==> src/rtl/width_down_mux_pkg.sv <==
// rtl/width_down_mux_pkg.sv - lane-count macro, default idle symbol and lane-index width helper for width_down_mux
`ifndef WDM_LANES
`define WDM_LANES(i,o) ((i)/(o))
`endif

package width_down_mux_pkg;

  // Idle symbol shown on data_out when idle fill is built in
  localparam logic [7:0] WDM_IDLE_SYM_DEFAULT = 8'hBC;

  // Width of a lane index; never narrower than one bit
  function automatic int wdm_idx_w(input int lanes);
    return (lanes > 1) ? $clog2(lanes) : 1;
  endfunction

endpackage

==> src/rtl/wdm_lane_select.sv <==
// rtl/wdm_lane_select.sv - combinational extraction of lane n from a parallel word
module wdm_lane_select
  import width_down_mux_pkg::*;
#(
  parameter int IN_W      = 32,
  parameter int OUT_W     = 8,
  parameter int MSB_FIRST = 1,
  parameter int LANES     = `WDM_LANES(IN_W, OUT_W),
  parameter int IDX_W     = wdm_idx_w(LANES)
) (
  input  logic [IN_W-1:0]  i_word,
  input  logic [IDX_W-1:0] i_idx,
  output logic [OUT_W-1:0] o_lane
);

  logic [OUT_W-1:0] w_lanes [LANES];

  // Lane 0 is the top slice when MSB_FIRST, otherwise the bottom slice
  for (genvar g = 0; g < LANES; g++) begin : g_lane
    if (MSB_FIRST != 0) begin : g_msb
      assign w_lanes[g] = i_word[IN_W-1-g*OUT_W -: OUT_W];
    end else begin : g_lsb
      assign w_lanes[g] = i_word[g*OUT_W +: OUT_W];
    end
  end

  assign o_lane = w_lanes[i_idx];

endmodule

==> src/rtl/width_down_mux.sv <==
// rtl/width_down_mux.sv - IN_W:OUT_W word-to-lane mux with current+pending buffer; optional WDM_IDLE_FILL_EN
module width_down_mux
  import width_down_mux_pkg::*;
#(
  parameter int               IN_W      = 32,
  parameter int               OUT_W     = 8,
  parameter int               MSB_FIRST = 1,
  parameter logic [OUT_W-1:0] IDLE_SYM  = OUT_W'(WDM_IDLE_SYM_DEFAULT)
) (
  input  logic             clk_4f,
  input  logic             reset_L,
  input  logic [IN_W-1:0]  data_in,
  input  logic             valid_in,
  output logic             ready_in,
  output logic [OUT_W-1:0] data_out,
  output logic             valid_out,
  input  logic             ready_out
);

  localparam int               LANES    = `WDM_LANES(IN_W, OUT_W);
  localparam int               IDX_W    = wdm_idx_w(LANES);
  localparam logic [IDX_W-1:0] LAST_IDX = IDX_W'(LANES - 1);

  logic [IN_W-1:0]  r_cur_word;
  logic             r_cur_valid;
  logic [IDX_W-1:0] r_lane_cnt;
  logic [IN_W-1:0]  r_pend_word;
  logic             r_pend_valid;

  logic             w_ready_in;
  logic             w_accept;
  logic             w_lane_xfer;
  logic             w_last_xfer;
  logic [OUT_W-1:0] w_sel_lane;

  // ready_in depends only on registered state and reset, never on valid_in/ready_out
  assign w_ready_in  = reset_L & ~r_pend_valid;
  assign w_accept    = valid_in & w_ready_in;
  assign w_lane_xfer = r_cur_valid & ready_out;
  assign w_last_xfer = w_lane_xfer & (r_lane_cnt == LAST_IDX);

  wdm_lane_select #(
    .IN_W      (IN_W),
    .OUT_W     (OUT_W),
    .MSB_FIRST (MSB_FIRST),
    .LANES     (LANES),
    .IDX_W     (IDX_W)
  ) u_lane_select (
    .i_word (r_cur_word),
    .i_idx  (r_lane_cnt),
    .o_lane (w_sel_lane)
  );

  // Lane counter advances on each lane transfer and wraps after the last lane
  always_ff @(posedge clk_4f or negedge reset_L) begin
    if (!reset_L) begin
      r_lane_cnt <= '0;
    end else if (w_lane_xfer) begin
      r_lane_cnt <= w_last_xfer ? '0 : r_lane_cnt + 1'b1;
    end
  end

  // Current/pending buffer: pending refills current first, else a same-edge accept bypasses into current
  always_ff @(posedge clk_4f or negedge reset_L) begin
    if (!reset_L) begin
      r_cur_word   <= '0;
      r_cur_valid  <= 1'b0;
      r_pend_word  <= '0;
      r_pend_valid <= 1'b0;
    end else if (w_last_xfer) begin
      if (r_pend_valid) begin
        r_cur_word   <= r_pend_word;
        r_pend_valid <= 1'b0;
      end else if (w_accept) begin
        r_cur_word   <= data_in;
      end else begin
        r_cur_valid  <= 1'b0;
      end
    end else if (w_accept) begin
      if (!r_cur_valid) begin
        r_cur_word   <= data_in;
        r_cur_valid  <= 1'b1;
      end else begin
        r_pend_word  <= data_in;
        r_pend_valid <= 1'b1;
      end
    end
  end

  assign ready_in  = w_ready_in;
  assign valid_out = r_cur_valid;

`ifdef WDM_IDLE_FILL_EN
  assign data_out = r_cur_valid ? w_sel_lane : IDLE_SYM;
`else
  logic [OUT_W-1:0] r_hold_lane;
  logic [OUT_W-1:0] w_unused_idle_sym;

  assign w_unused_idle_sym = IDLE_SYM;

  // Remember the lane last handed downstream so idle cycles keep showing it
  always_ff @(posedge clk_4f or negedge reset_L) begin
    if (!reset_L) begin
      r_hold_lane <= '0;
    end else if (w_lane_xfer) begin
      r_hold_lane <= w_sel_lane;
    end
  end

  assign data_out = r_cur_valid ? w_sel_lane : r_hold_lane;
`endif

endmodule

==> config.mk <==
export PLATFORM = sky130hd
export DESIGN_NAME = width_down_mux
export DESIGN_NICKNAME = d
export VERILOG_FILES = /design/src/rtl/width_down_mux_pkg.sv /design/src/rtl/wdm_lane_select.sv /design/src/rtl/width_down_mux.sv
export SDC_FILE = /design/constraint.sdc
export NUM_CORES = 1
export LEC_CHECK = 0
export ABC_CLOCK_PERIOD_IN_PS = 1470
export BUFFER_PORTS_ARGS = -buffer_cell sky130_fd_sc_hd__buf_2
export CAP_MARGIN = 15
export CORE_ASPECT_RATIO = 1.2
export CORE_MARGIN = 2
export CORE_UTILIZATION = 43
export CTS_BUF_LIST = sky130_fd_sc_hd__clkbuf_4 sky130_fd_sc_hd__clkbuf_8 sky130_fd_sc_hd__clkbuf_16
export CTS_CLUSTER_DIAMETER = 100
export CTS_CLUSTER_SIZE = 28
export DETAILED_ROUTE_END_ITERATION = 12
export GPL_TIMING_DRIVEN = 0
export SLEW_MARGIN = 20
export SYNTH_ARGS = -nofsm -noshare
export SYNTH_HDL_FRONTEND = slang
export SYNTH_SLANG_ARGS = --single-unit
==> constraint.sdc <==
create_clock -name clk_4f -period 1.47 [get_ports clk_4f]
set_input_delay 0.147 -clock clk_4f [delete_from_list [all_inputs] [get_ports clk_4f]]
set_output_delay 0.147 -clock clk_4f [all_outputs]
set_load 0.02 [all_outputs]
# Word level (Yosys, flattened, before mapping)

Cells that the tools add are included.

Add/subtract/negate cells: 1
Magnitude comparators: 1
Equal/unequal tests: 4
Mux-type cells: 17
Bitwise operators: 7
Reduce and logical (&&, ||, !) cells: 7

Operator list:

| kind                                                             | number |
|---|---|
| 32-bit two-way mux                                               | 5 |
| 8-bit two-way mux                                                | 3 |
| 8-bit binary-select mux with 2-bit select                        | 1 |
| 3-bit AND reduction                                              | 3 |
| 1-bit two-way mux                                                | 7 |
| 2-bit nonzero test                                               | 3 |
| 1-bit bitwise AND                                                | 4 |
| 2-bit != test (second input constant)                            | 2 |
| 3-bit greater-or-equal comparator (second input constant)        | 1 |
| 2-bit inverter with 3-bit output                                 | 1 |
| 2-bit by 1-bit adder with 2-bit output (second input constant)   | 1 |
| 2-bit equality test (second input constant)                      | 1 |
| 2-bit two-way mux                                                | 1 |
| 2-bit by 1-bit != test with 1-bit output (second input constant) | 1 |
| 1-bit inverter                                                   | 2 |
| 2-bit AND reduction                                              | 1 |

Bits in registers: 76
Input port bits: 36
Output and inout port bits: 10
Word-level logic and storage cells: 43

# Longest topological paths before layout

Gate-level depths: netlist (run 1).

Depth in word-level cells: 6
Depth in mapped cells: 5
Depth with buffers taken out: 4

# Modules after synthesis

From an unflattened synthesis (run 1), not the netlist that was laid out.

Cell total of the unflattened synthesis: 227
Area total of the unflattened synthesis: 3811.2 um^2

By module, submodules not included:

| module          | times used | cells each | area each (um^2) | sequential area each (um^2) |
|---|---|---|---|---|
| width_down_mux  | 1          | 217        | 3614.7           | 1901.8 |
| wdm_lane_select | 1          | 10         | 196.4            | 0.0 |

# Least setup slack after synthesis (run 1)

OpenSTA, ideal clock, no wires.

Path kind: reg-to-reg
Start point: register r_cur_valid, in the netlist valid_out
End point: register r_cur_word[0]
Library setup time: 0.125 ns
Arrival: 1.497 ns
Required time: 1.345 ns
Path slack: -0.152 ns
Cell stages (with the launch flop): 5
Buffers on the path: 1
Clock period less this slack: 1.622 ns
Cell sequence: dfrtp_1 or2_1 a21oi_4 buf_6 mux2_4

Longest elaborated chain between the ends: 4
Elaborated cells between the ends (all ways): 6
Those cells by class: eq/ne (1); mux (1); bitwise (2); reduce/logical (2)

Ends and longest elaborated chain:

| what                                                                                                   | RTL line             | text |
|---|---|---|
| start, declared                                                                                        | width_down_mux.sv:25 | `logic r_cur_valid;` |
| start signal, assigned                                                                                 | width_down_mux.sv:67 | `r_cur_valid <= 1'b0;` |
| start signal, assigned                                                                                 | width_down_mux.sv:77 | `r_cur_valid <= 1'b0;` |
| start signal, assigned                                                                                 | width_down_mux.sv:82 | `r_cur_valid <= 1'b1;` |
| 1-bit bitwise AND                                                                                      | width_down_mux.sv:39 | `assign w_lane_xfer = r_cur_valid & ready_out;` |
| 1-bit bitwise AND                                                                                      | width_down_mux.sv:40 | `assign w_last_xfer = w_lane_xfer & (r_lane_cnt == LAST_IDX);` |
| 2-bit by 1-bit != test with 1-bit output (no source line) / 2-bit nonzero test (equally long branches) | --                   |  |
| 3-bit AND reduction (no source line)                                                                   | --                   |  |
| end signal, assigned                                                                                   | width_down_mux.sv:72 | `r_cur_word <= r_pend_word;` |
| end signal, assigned                                                                                   | width_down_mux.sv:75 | `r_cur_word <= data_in;` |
| end signal, assigned                                                                                   | width_down_mux.sv:81 | `r_cur_word <= data_in;` |
| end, declared                                                                                          | width_down_mux.sv:24 | `logic [IN_W-1:0] r_cur_word;` |

Several ways; a longest one is shown, not always the timed one.
A chain may end at the register's enable or synchronous reset.

# Worst setup path after layout (run 1)

Start point: register r_lane_cnt[0]
End point: register r_cur_word[16]

Longest elaborated chain between the ends: 4
Elaborated cells between the ends (all ways): 6
Those cells by class: eq/ne (2); mux (1); bitwise (1); reduce/logical (2)

Ends and longest elaborated chain:

| what                                                                                                   | RTL line             | text |
|---|---|---|
| start, declared                                                                                        | width_down_mux.sv:26 | `logic [IDX_W-1:0] r_lane_cnt;` |
| start signal, assigned                                                                                 | width_down_mux.sv:59 | `r_lane_cnt <= w_last_xfer ? '0 : r_lane_cnt + 1'b1;` |
| 2-bit equality test (*)                                                                                | width_down_mux.sv:40 |  |
| 1-bit bitwise AND (*)                                                                                  | width_down_mux.sv:40 |  |
| 2-bit by 1-bit != test with 1-bit output (no source line) / 2-bit nonzero test (equally long branches) | --                   |  |
| 3-bit AND reduction (no source line)                                                                   | --                   |  |

Mark *: on every way between the ends. The rest lies on a longest branch, timed or not.

==> qor.csv, run 1 <==
stage,metric,value,unit
place,port_buffers,45,
synth,syn_inst,227,
pwr,power.density,2220,nW/um2
hold_path,holdPathEnd,r_pend_word[25]$_DFFE_PN0P_,
critical_path,start_kind,flop,
synth,yosysSeqAreaShare,0.499,
floorplanning,dieHeight,107,um
critical_path,worstPathRequired,1.71,ns
place,dp_hpwl,4820,um
clock_tree,clk_latency,0.35,ns
timing,slew_headroom,0.656,
synth,synth_area,3810,um2
timing,whs,0.0341,ns
grt,grt_pass1_wl,11800,um
final_layout,register_area,1900,um2
grt,grt_max_degree,57,
final_layout,nets,343,
drt,via_count,2111,
clock_tree,htree_num_levels,3,
clock_tree,root_buffer,clkbuf_8,
timing,fin_skew,0.00836,ns
floorplanning,start_util,0.443,
grt,grt_pass1_vias,2236,
final_layout,drive_gt1_frac,0.720,
clock_tree,numCtsBuffers,9,
floorplanning,die_area,9640,um2
grt,grt_util_all_layers,0.166,
timing,hold_violations,0,
critical_path,r2r_cells,8,
final_layout,area_growth,30.4,%
critical_path,worstPathArrival,2.24,ns
synth,synth_top_area_frac,0.499,
grt,grt_antenna_before_repair,0,
critical_path,worst-setup-path-type,flop to flop,
timing,layout_setup_ws,-0.534,ns
timing,rsz0062_at_grt,true,
hold_path,hold_depth,2,
final_layout,multiInputGateArea,1870,um2
grt,grt-ovfl-total,0,
timing,drv_slew,0,
drt,wl_per_cell,17.7,um
pwr,p_leak,0.00240,uW
drt,wirelength,7590,um
drt,dr.pass1.iters,4,
synth,synth_area_leaders,"dfrtp_1, mux2_4, mux2_2, mux4_2, buf_6",
floorplanning,ios,46,
timing,fin_crit_sh,1.36,
timing,tightest_slew,0.517,ns
critical_path,r2r_start,r_lane_cnt[0]$_DFFE_PN0P_,
floorplanning,core_area,8610,um2
timing,finalSetupViolCount,82,
pwr,vdd_drop_max,0.00116,V
synth,synth-seq-cells,76,
run,maxCapViolations,0,
hold_path,hold_class,primary input to flop,
floorplanning,fp.dieW,89.9,um
critical_path,cp-end-kind,flop,
clock_tree,clk_pin_slew,0.08,ns
synth,synth_warnings,0,
floorplanning,rows,37,
run_status,status,finished with violations,
critical_path,r2r_end,r_cur_word[16]$_DFFE_PN0P_,
run_status,violations,setup timing,
drt,via_per_inst,4.93,
synth,syn_avg_cell_area,16.8,um2
final_layout,fillerInstances,717,
timing,fin_crit,2.00,ns
pwr,totalPowerFinal,11100,uW
critical_path,reg2reg_slack,-0.53,ns
synth,synth_fp_nets,264,
clock_tree,clockBufferDepth,2,
synth,synth_cell_types,21,
final_layout,diodes,0,
drt,drt-initial-drc-count,61,
synth,yosys.area.top_type,dfrtp_1,
critical_path,cp_max_fo,5,
place,globalplace.congestion,0.726,
drt,ant_nets,0,
clock_tree,cts.sinks,76,
drt,route.detailed.drc,0,
hold_path,worstHoldStart,data_in[25],
timing,timing.fmax,499,MHz
clock_tree,cts_tree,yes,
## routing by layer
metal / up-vias / GRT usage / share of wire
met5: - / 0 / 0
met4: 0 / 0.0527 / 0.011
met3: 7 / 0.0464 / 0.037
met2: 38 / 0.285 / 0.52
met1: 1072 / 0.203 / 0.43
li1: 994 / - / -
## state kept, by name, indices dropped and copies added (netlist names)
name	cells
r_pend_valid	1
r_lane_cnt	2
r_cur_word	32
r_hold_lane	8
valid_out	1
r_pend_word	32
## worst max-delay path: stages, from the launching register on
cell	delay, ns
dfrtp_2	0.44
buf_4	0.14
buf_6	0.11
ha_4	0.17
nand4_4	0.12
buf_6	0.11
bufbuf_16	0.25
mux2_4	0.29
mux2_4	0.25
## final cells by class
type,count,area share
Sequential cell,76,0.383
Multi-Input combinational cell,138,0.377
Timing Repair Buffer,70,0.137
Buffer,11,0.0294
Tap cell,117,0.0294
Clock buffer,11,0.0292
Clock inverter,5,0.0151
## synth_stat cells
library cell  number
buf_6              6
mux2_2            53
a21o_1             1
nand2b_1           1
nand2_1            4
or2_1              1
nor2b_1            1
mux2_4            60
clkbuf_1           1
ha_1               1
a21oi_1            1
nand3_2            1
nor3_1             1
o21ai_0            1
mux4_2             8
buf_2              6
a21oi_4            1
nand4_4            1
and3b_1            1
nand3_1            1
dfrtp_1           76
## cells in the final DEF, fill, tap and decap left out, drive strengths merged, types with 2 or more instances in the layout
cell type,n
mux2,113
dfrtp,76
buf,76
clkbuf,14
mux4,8
nand2,4
clkinv,3
bufinv,2
nand3,2
a21oi,2
## stage by stage
step	instances	utilization	worst slack, ns	cell area [um2]	TNS, ns
after global routing	428	0.577	-0.580	4970	-39.66
after global placement	389	0.488	-1.40	4200	-120.34
after detailed placement	390	0.491	-0.528	4230	-33.22
after floorplan	227	-	-0.0805	3830	-2.73
after CTS	422	0.566	-0.566	4870	-21.78
final	428	0.577	-0.534	4970	-33.22
## cells by family after synthesis
group           after synthesis  synth area share
mux                         121             0.440
buf+inv                      13            0.0266
compound gates                4           0.00886
fa+ha+maj                     1           0.00328
flops                        76             0.499
simple gates                 12            0.0220
## worst max-delay path by stage
| stage | startpoint | to | cells after the start |
|---|---|---|---|
| floorplan | r_lane_cnt[1]$_DFFE_PN0P_ | r_cur_word[0]$_DFFE_PN0P_ | 5 |
| global placement | reset_L | r_pend_word[29]$_DFFE_PN0P_ | 5 |
| detailed placement | reset_L | r_pend_word[30]$_DFFE_PN0P_ | 6 |
| CTS | r_lane_cnt[0]$_DFFE_PN0P_ | data_out[3] | 4 |
| global route | r_lane_cnt[0]$_DFFE_PN0P_ | data_out[2] | 4 |
| finish | r_lane_cnt[0]$_DFFE_PN0P_ | r_cur_word[16]$_DFFE_PN0P_ | 8 |
## report_power, final
group,switching [uW],internal [uW],total [uW]
Clock,757,1010,1770
Sequential,657,3180,3840
Combinational,1920,3530,5450
Total,3340,7720,11100
## what timing repair did
item | in CTS | in global routing
hold buffers | 1 | 1
buffers inserted | 11 | 6
gates resized for setup | 51 | 14
cloned | 4 | 2
pin swaps | 2 | 0
setup endpoints to repair | 77 | 81
hold endpoints to repair | 23 | 76
(Power assumes the default switching activity.)
==> run 2, diff against run 1 <==
--- a/config.mk
+++ b/config.mk
@@ -16,6 +16,7 @@
 export CTS_CLUSTER_SIZE = 28
 export DETAILED_ROUTE_END_ITERATION = 12
 export GPL_TIMING_DRIVEN = 0
+export SKIP_LAST_GASP = 1
 export SLEW_MARGIN = 20
 export SYNTH_ARGS = -nofsm -noshare
 export SYNTH_HDL_FRONTEND = slang
==> run 2 against run 1 <==
Against the previous run:
- the flow still finishes with violations (setup timing)
- largest cell class unchanged
- highest routed layer unchanged
- sequential power about the same
- clock power barely moved
- clock-buffer cell count stayed put
- utilization is the same
- register-to-register slack about the same
- sequential cell count did not move
==> qor.csv, run 2 (synthesized netlist as in run 1, its figures left out) <==
stage,metric,value,unit,change
run_status,status,finished with violations,,
run_status,violations,setup timing,,
clock_tree,root_buffer,clkbuf_8,,
grt,grt-ovfl-total,0,,unchanged
place,pre_cts_ws,-0.528,ns,unchanged
timing,finalSetupViolCount,82,,unchanged
critical_path,r2r_cells,8,,unchanged
pwr,vdd_drop_max,0.00116,V,about the same
final_layout,drive_gt1_frac,0.720,,unchanged
clock_tree,clk_latency,0.35,ns,about the same
place,port_buffers,45,,unchanged
drt,wirelength,7580,um,-0.22%
critical_path,r2r_start,r_lane_cnt[0]$_DFFE_PN0P_,,
critical_path,worstPathArrival,2.24,ns,about the same
floorplanning,fp.dieW,89.9,um,unchanged
grt,grt_max_degree,57,,unchanged
final_layout,area_growth,30.4,%,unchanged
timing,finalSetupTns,-33.40,ns,-0.182 ns
critical_path,r2r_end,r_cur_word[16]$_DFFE_PN0P_,,
floorplanning,die_area,9640,um2,unchanged
hold_path,holdPathEnd,r_pend_word[25]$_DFFE_PN0P_,,
run,maxCapViolations,0,,unchanged
grt,grt_pass1_wl,11800,um,unchanged
grt,grt_util_all_layers,0.166,,unchanged
grt,use_met2,0.285,,unchanged
drt,dr.pass1.iters,4,,unchanged
grt,use_met3,0.0464,,unchanged
final_layout,fin_area,4970,um2,unchanged
timing,fin_skew,0.00819,ns,-0.000163 ns
drt,via_per_inst,4.92,,-0.33%
clock_tree,clockBufferDepth,2,,unchanged
critical_path,cp-end-kind,flop,,
grt,grt_pass1_vias,2236,,unchanged
final_layout,reg_top3,"r_cur_word (32), r_pend_word (32), r_hold_lane (8)",,
pwr,power.density,2220,nW/um2,about the same
timing,rsz0062_at_grt,true,,
critical_path,worst-setup-path-type,flop to flop,,
critical_path,reg2reg_slack,-0.53,ns,about the same
critical_path,cp_max_fo,5,,unchanged
grt,busiest_layer,met2,,
floorplanning,start_util,0.443,,unchanged
drt,via_count,2104,,-0.33%
drt,drt-initial-drc-count,51,,-16%
drt,ant_nets,0,,unchanged
grt,grtUsageMet1,0.203,,unchanged
clock_tree,clk_pin_slew,0.08,ns,about the same
hold_path,hold_depth,2,,unchanged
hold_path,worstHoldStart,data_in[25],,
hold_path,hold_class,primary input to flop,,
clock_tree,cts_tree,yes,,
final_layout,fillerInstances,717,,unchanged
timing,layout_setup_ws,-0.534,ns,-0.000513 ns
grt,grt_antenna_before_repair,0,,unchanged
critical_path,worstPathRequired,1.71,ns,about the same
floorplanning,ios,46,,unchanged
timing,drv_slew,0,,unchanged
timing,fin_crit_sh,1.36,,about the same
timing,timing.fmax,499,MHz,about the same
drt,wl_per_cell,17.7,um,-0.22%
floorplanning,core_area,8610,um2,unchanged
floorplanning,rows,37,,unchanged
pwr,totalPowerFinal,11000,uW,about the same
place,dp_hpwl,4820,um,unchanged
floorplanning,dieHeight,107,um,unchanged
pwr,p_leak,0.00240,uW,about the same
final_layout,final_common_cell,dfrtp_1,,
clock_tree,numCtsBuffers,9,,unchanged
timing,tightest_slew,0.516,ns,-0.000561 ns
final_layout,nets,343,,unchanged
place,placed_area,4230,um2,unchanged
place,globalplace.congestion,0.726,,unchanged
final_layout,diodes,0,,unchanged
clock_tree,cts.sinks,76,,unchanged
timing,fin_crit,2.00,ns,+0.000513 ns
clock_tree,htree_num_levels,3,,unchanged
final_layout,layout_common_cells,"dfrtp_1, mux2_4, mux2_2",,
timing,whs,0.0327,ns,-0.00140 ns
timing,hold_violations,0,,unchanged
critical_path,start_kind,flop,,
timing,slew_headroom,0.656,,about the same
drt,route.detailed.drc,0,,unchanged
==> run 2: cell types whose count changed in the layout (fill, tap and decap cells not counted), sizes merged <==
cell    before  now
buf         76   75
clkbuf      14   15
==> run 2: how the worst max path moves through the flow <==
stage	to	startpoint	slack, ns
2_1_floorplan	r_cur_word[0]$_DFFE_PN0P_	r_lane_cnt[1]$_DFFE_PN0P_	-0.08
3_3_place_gp	r_pend_word[29]$_DFFE_PN0P_	reset_L	-1.40
3_5_place_dp	r_pend_word[30]$_DFFE_PN0P_	reset_L	-0.53
4_1_cts	data_out[3]	r_lane_cnt[0]$_DFFE_PN0P_	-0.57
5_1_grt	data_out[2]	r_lane_cnt[1]$_DFFE_PN0P_	-0.58
6_report	r_cur_word[16]$_DFFE_PN0P_	r_lane_cnt[0]$_DFFE_PN0P_	-0.53
==> run 2: worst max-delay path: stages (launching register included) <==
cell and delay, ns:
dfrtp_2 0.44, buf_4 0.14, buf_6 0.11, ha_4 0.17, nand4_4 0.12, buf_6 0.11
bufbuf_16 0.25, mux2_4 0.29, mux2_4 0.25
==> run 2: power breakdown <==
| part | internal (uW) | switching [uW] | leakage [uW] |
|---|---|---|---|
| Clock | 1010 | 754 | 0.000116 |
| Combinational | 3520 | 1920 | 0.00138 |
| Sequential | 3180 | 655 | 0.000900 |
==> run 2: area by class of cell <==
cell class | instances | area [um2] | area share
sequential | 76 | 1900 | 0.383
multi-input combinational | 138 | 1870 | 0.377
timing repair buffer | 70 | 681 | 0.137
buffer | 11 | 146 | 0.0294
tap | 117 | 146 | 0.0294
clock buffer | 11 | 145 | 0.0292
clock inverter | 5 | 75.1 | 0.0151
==> run 2: routing by layer <==
metal	up-vias	share of wire
li1	994	-
met1	1069	0.44
met2	33	0.52
met3	8	0.032
met4	0	0.013
met5	-	0
==> run 2: repair_timing <==
item,4_1_cts,5_1_grt
hold endpoints to repair,23,76
gates resized for setup,51,13
pin swaps,2,0
gates cloned,4,2
endpoints found under the setup margin,77,81
hold buffers,1,1
buffers inserted,11,6
==> run 2: through the flow <==
| stage | util | std cells |
|---|---|---|
| 4_1_cts | 0.566 | 422 |
| 5_1_grt | 0.577 | 428 |
| 2_1_floorplan | - | 227 |
| 6_report | 0.577 | 428 |
| 3_5_place_dp | 0.491 | 390 |
| 3_3_place_gp | 0.488 | 389 |
==> run 3, diff against run 2 <==
--- a/config.mk
+++ b/config.mk
@@ -9,7 +9,6 @@
 export BUFFER_PORTS_ARGS = -buffer_cell sky130_fd_sc_hd__buf_2
 export CAP_MARGIN = 15
 export CORE_ASPECT_RATIO = 1.2
-export CORE_MARGIN = 2
 export CORE_UTILIZATION = 43
 export CTS_BUF_LIST = sky130_fd_sc_hd__clkbuf_4 sky130_fd_sc_hd__clkbuf_8 sky130_fd_sc_hd__clkbuf_16
 export CTS_CLUSTER_DIAMETER = 100
==> run 3 against run 2 <==
Against the previous run:
- the run ends with hold timing, setup timing left
- setup slack worse by 0.0085 ns
- clock-buffer cell count is 1 lower
- non-clock buffer count is 10 higher
- maximum frequency is 0.42% lower
- clock power is 2% higher
- power is 1.5% higher
- design area is 3.4% higher
- wire length is 5.3% higher
- sequential cell count stayed put
- critical endpoint is now data_out[6]
==> qor.csv, run 3 (synthesized netlist as in run 1, its figures left out) <==
stage,metric,value,unit,change
pwr,p_comb_frac,0.494,,about the same
timing,whs,-0.256,ns,-0.288 ns
critical_path,start_kind,flop,,
clock_tree,clk_latency,0.35,ns,about the same
pwr,cell_internal_pwr,7750,uW,+0.35%
timing,hold_violations,46,,+46
clock_tree,cts.sinks,76,,unchanged
place,pre_cts_ws,-0.581,ns,-0.0532 ns
clock_tree,clockBufferDepth,2,,unchanged
clock_tree,ctsHoldBuffers,3,,+2
drt,wl_met1,3550,um,+7.6%
run_status,status,finished with violations,,
pwr,seqPwrFrac,0.344,,-0.003
clock_tree,cts_tree,yes,,
clock_tree,root_buffer,clkbuf_8,,
floorplanning,dieHeight,105,um,-1.9%
floorplanning,start_util,0.443,,unchanged
pwr,power_switching_share,0.309,,+0.00765
timing,tightest_slew,0.289,ns,-0.227 ns
pwr,p_leak,0.00246,uW,+2.5%
drt,top_layer_used,met4,,
critical_path,cp_max_fo,4,,-1
drt,wl_met3,190,um,-23%
floorplanning,die_area,9250,um2,-4.0%
final_layout,area_growth,34.9,%,
timing,layout_setup_ws,-0.543,ns,-0.00849 ns
timing,fin_crit,2.01,ns,+0.00849 ns
final_layout,reg_top3,"r_cur_word (32), r_pend_word (32), r_hold_lane (8)",,
critical_path,cp-end-kind,output port,,
place,port_buffers,45,,unchanged
grt,grt_antenna_before_repair,0,,unchanged
grt,grt_util_all_layers,0.191,,+0.0250
timing,rsz0062_at_grt,true,,
clock_tree,htree_num_levels,3,,unchanged
clock_tree,clk_pin_slew,0.08,ns,about the same
drt,dr.pass1.iters,4,,unchanged
pwr,vdd_drop_max,0.00121,V,+3.9%
hold_path,hold_class,primary input to asynchronous set/reset pin,,
drt,drt-initial-drc-count,50,,-2.0%
timing,fin_skew,0.00993,ns,+0.00174 ns
timing,timing.fmax,497,MHz,-0.42%
final_layout,fillerInstances,685,,-4.5%
critical_path,worst-setup-path-type,flop to output port,,
grt,grt_pass1_wl,12500,um,+5.7%
timing,fin_crit_sh,1.37,,+0.00578
grt,grt-ovfl-total,0,,unchanged
drt,route.detailed.drc,0,,unchanged
timing,drv_slew,0,,unchanged
floorplanning,core_area,8610,um2,unchanged
final_layout,fin_area,5140,um2,+3.4%
timing,finalSetupViolCount,74,,-9.8%
critical_path,worstPathArrival,1.87,ns,-0.37 ns
place,placed_area,4230,um2,unchanged
run,maxCapViolations,0,,unchanged
drt,via_count,2191,,+4.1%
grt,grt_max_degree,50,,-12%
drt,wl_met2,4120,um,+4.7%
pwr,power.density,2180,nW/um2,-1.9%
floorplanning,fp.dieW,87.9,um,-2.2%
drt,via_per_inst,5.00,,+1.8%
critical_path,worstPathRequired,1.32,ns,-0.39 ns
final_layout,final_common_cell,dfrtp_1,,
final_layout,diodes,0,,unchanged
drt,wl_per_cell,18.2,um,+2.9%
clock_tree,numCtsBuffers,9,,unchanged
final_layout,nets,353,,+2.9%
pwr,p_clk_frac,0.161,,about the same
floorplanning,rows,37,,unchanged
place,globalplace.congestion,0.692,,-4.6%
place,dp_hpwl,4860,um,+0.83%
drt,wirelength,7980,um,+5.3%
final_layout,fin_util,0.597,,+0.0198
floorplanning,ios,46,,unchanged
pwr,p_sw,3460,uW,+4.0%
final_layout,layout_common_cells,"dfrtp_1, mux2_4, mux2_2",,
drt,ant_nets,0,,unchanged
grt,grt_pass1_vias,2290,,+2.4%
final_layout,drive_gt1_frac,0.732,,+0.0118
timing,slew_headroom,0.807,,+0.151
run_status,violations,"hold timing, setup timing",,
run 3: cell types whose count changed in the layout (fill, tap and decap cells not counted), moves of 2 or more:
cell | before | now
buf_12 | 10 | 15
buf_16 | 2 | 6
buf_2 | 38 | 40
buf_4 | 7 | 10
buf_6 | 17 | 15
clkbuf_16 | 3 | 0
clkinv_4 | 0 | 2
mux2_2 | 43 | 46
mux2_4 | 70 | 67
run 3: cell type report:
| type | instances | area (um2) | share of cell area |
|---|---|---|---|
| clock inverters | 6 | 87.6 | 0.0170 |
| clock buffers | 10 | 138 | 0.0268 |
| flip-flops and latches | 76 | 1900 | 0.370 |
| plain buffers | 13 | 196 | 0.0382 |
| repair buffers | 78 | 793 | 0.154 |
| well taps | 117 | 146 | 0.0285 |
| multi-input cells | 138 | 1880 | 0.365 |
run 3: path summary, 6_finish.rpt:
path                                             from                     endpoint  slack (ns)  cells after the start
setup / recovery            r_lane_cnt[0]$_DFFE_PN0P_                  data_out[6]       -0.54                      4
hold / removal                                reset_L   r_cur_word[25]$_DFFE_PN0P_       -0.26                      2
max in group asynchronous                     reset_L   r_pend_word[5]$_DFFE_PN0P_        0.87                      4
hold reg to reg            r_pend_word[7]$_DFFE_PN0P_   r_pend_word[7]$_DFFE_PN0P_        0.51                      1
setup reg to reg            r_lane_cnt[0]$_DFFE_PN0P_    r_cur_word[8]$_DFFE_PN0P_       -0.53                      9
min in group clk_4f                       data_in[29]  r_pend_word[29]$_DFFE_PN0P_        0.04                      2
run 3: power by group through the flow:
stage	Sequential (uW)	Combinational (uW)	Clock [uW]
4_1_cts	3850	5380	1840
3_5_place_dp	3860	4290	0
3_3_place_gp	3820	4180	0
6_report	3860	5540	1810
2_1_floorplan	3620	3510	0
5_1_grt	3990	5900	1920
run 3: through the flow:
stage | TNS, ns | cells | total power (uW) | hold slack (ns)
final | -31.33 | 438 | 11200 | -0.256
after global routing | -35.15 | 438 | 11800 | -0.242
after CTS | -29.27 | 431 | 11100 | -0.242
after detailed placement | -35.66 | 390 | 8150 | 0.117
after global placement | -118.30 | 389 | 8000 | 0.395
after floorplan | -2.73 | 227 | 7130 | -0.149
run 3: repair_timing:
item / 4_1_cts / 5_1_grt
resized for setup: 48 / 15
pin swaps: 2 / 1
hold endpoints to repair: 30 / 46
endpoints found under the setup margin: 77 / 82
gates cloned: 7 / 1
setup buffers: 15 / 8
run 3: per-layer routing:
metal  global-route usage  up-vias
met5                    0        -
met4               0.0691        0
met3               0.0371        9
met2                0.309       35
met1                0.251     1130
li1                     -     1017
run 3: critical path, stage by stage, from the launching register on:
cell	delay, ns
dfrtp_1	0.40
buf_4	0.17
mux4_2	0.52
mux2_2	0.27
buf_2	0.15
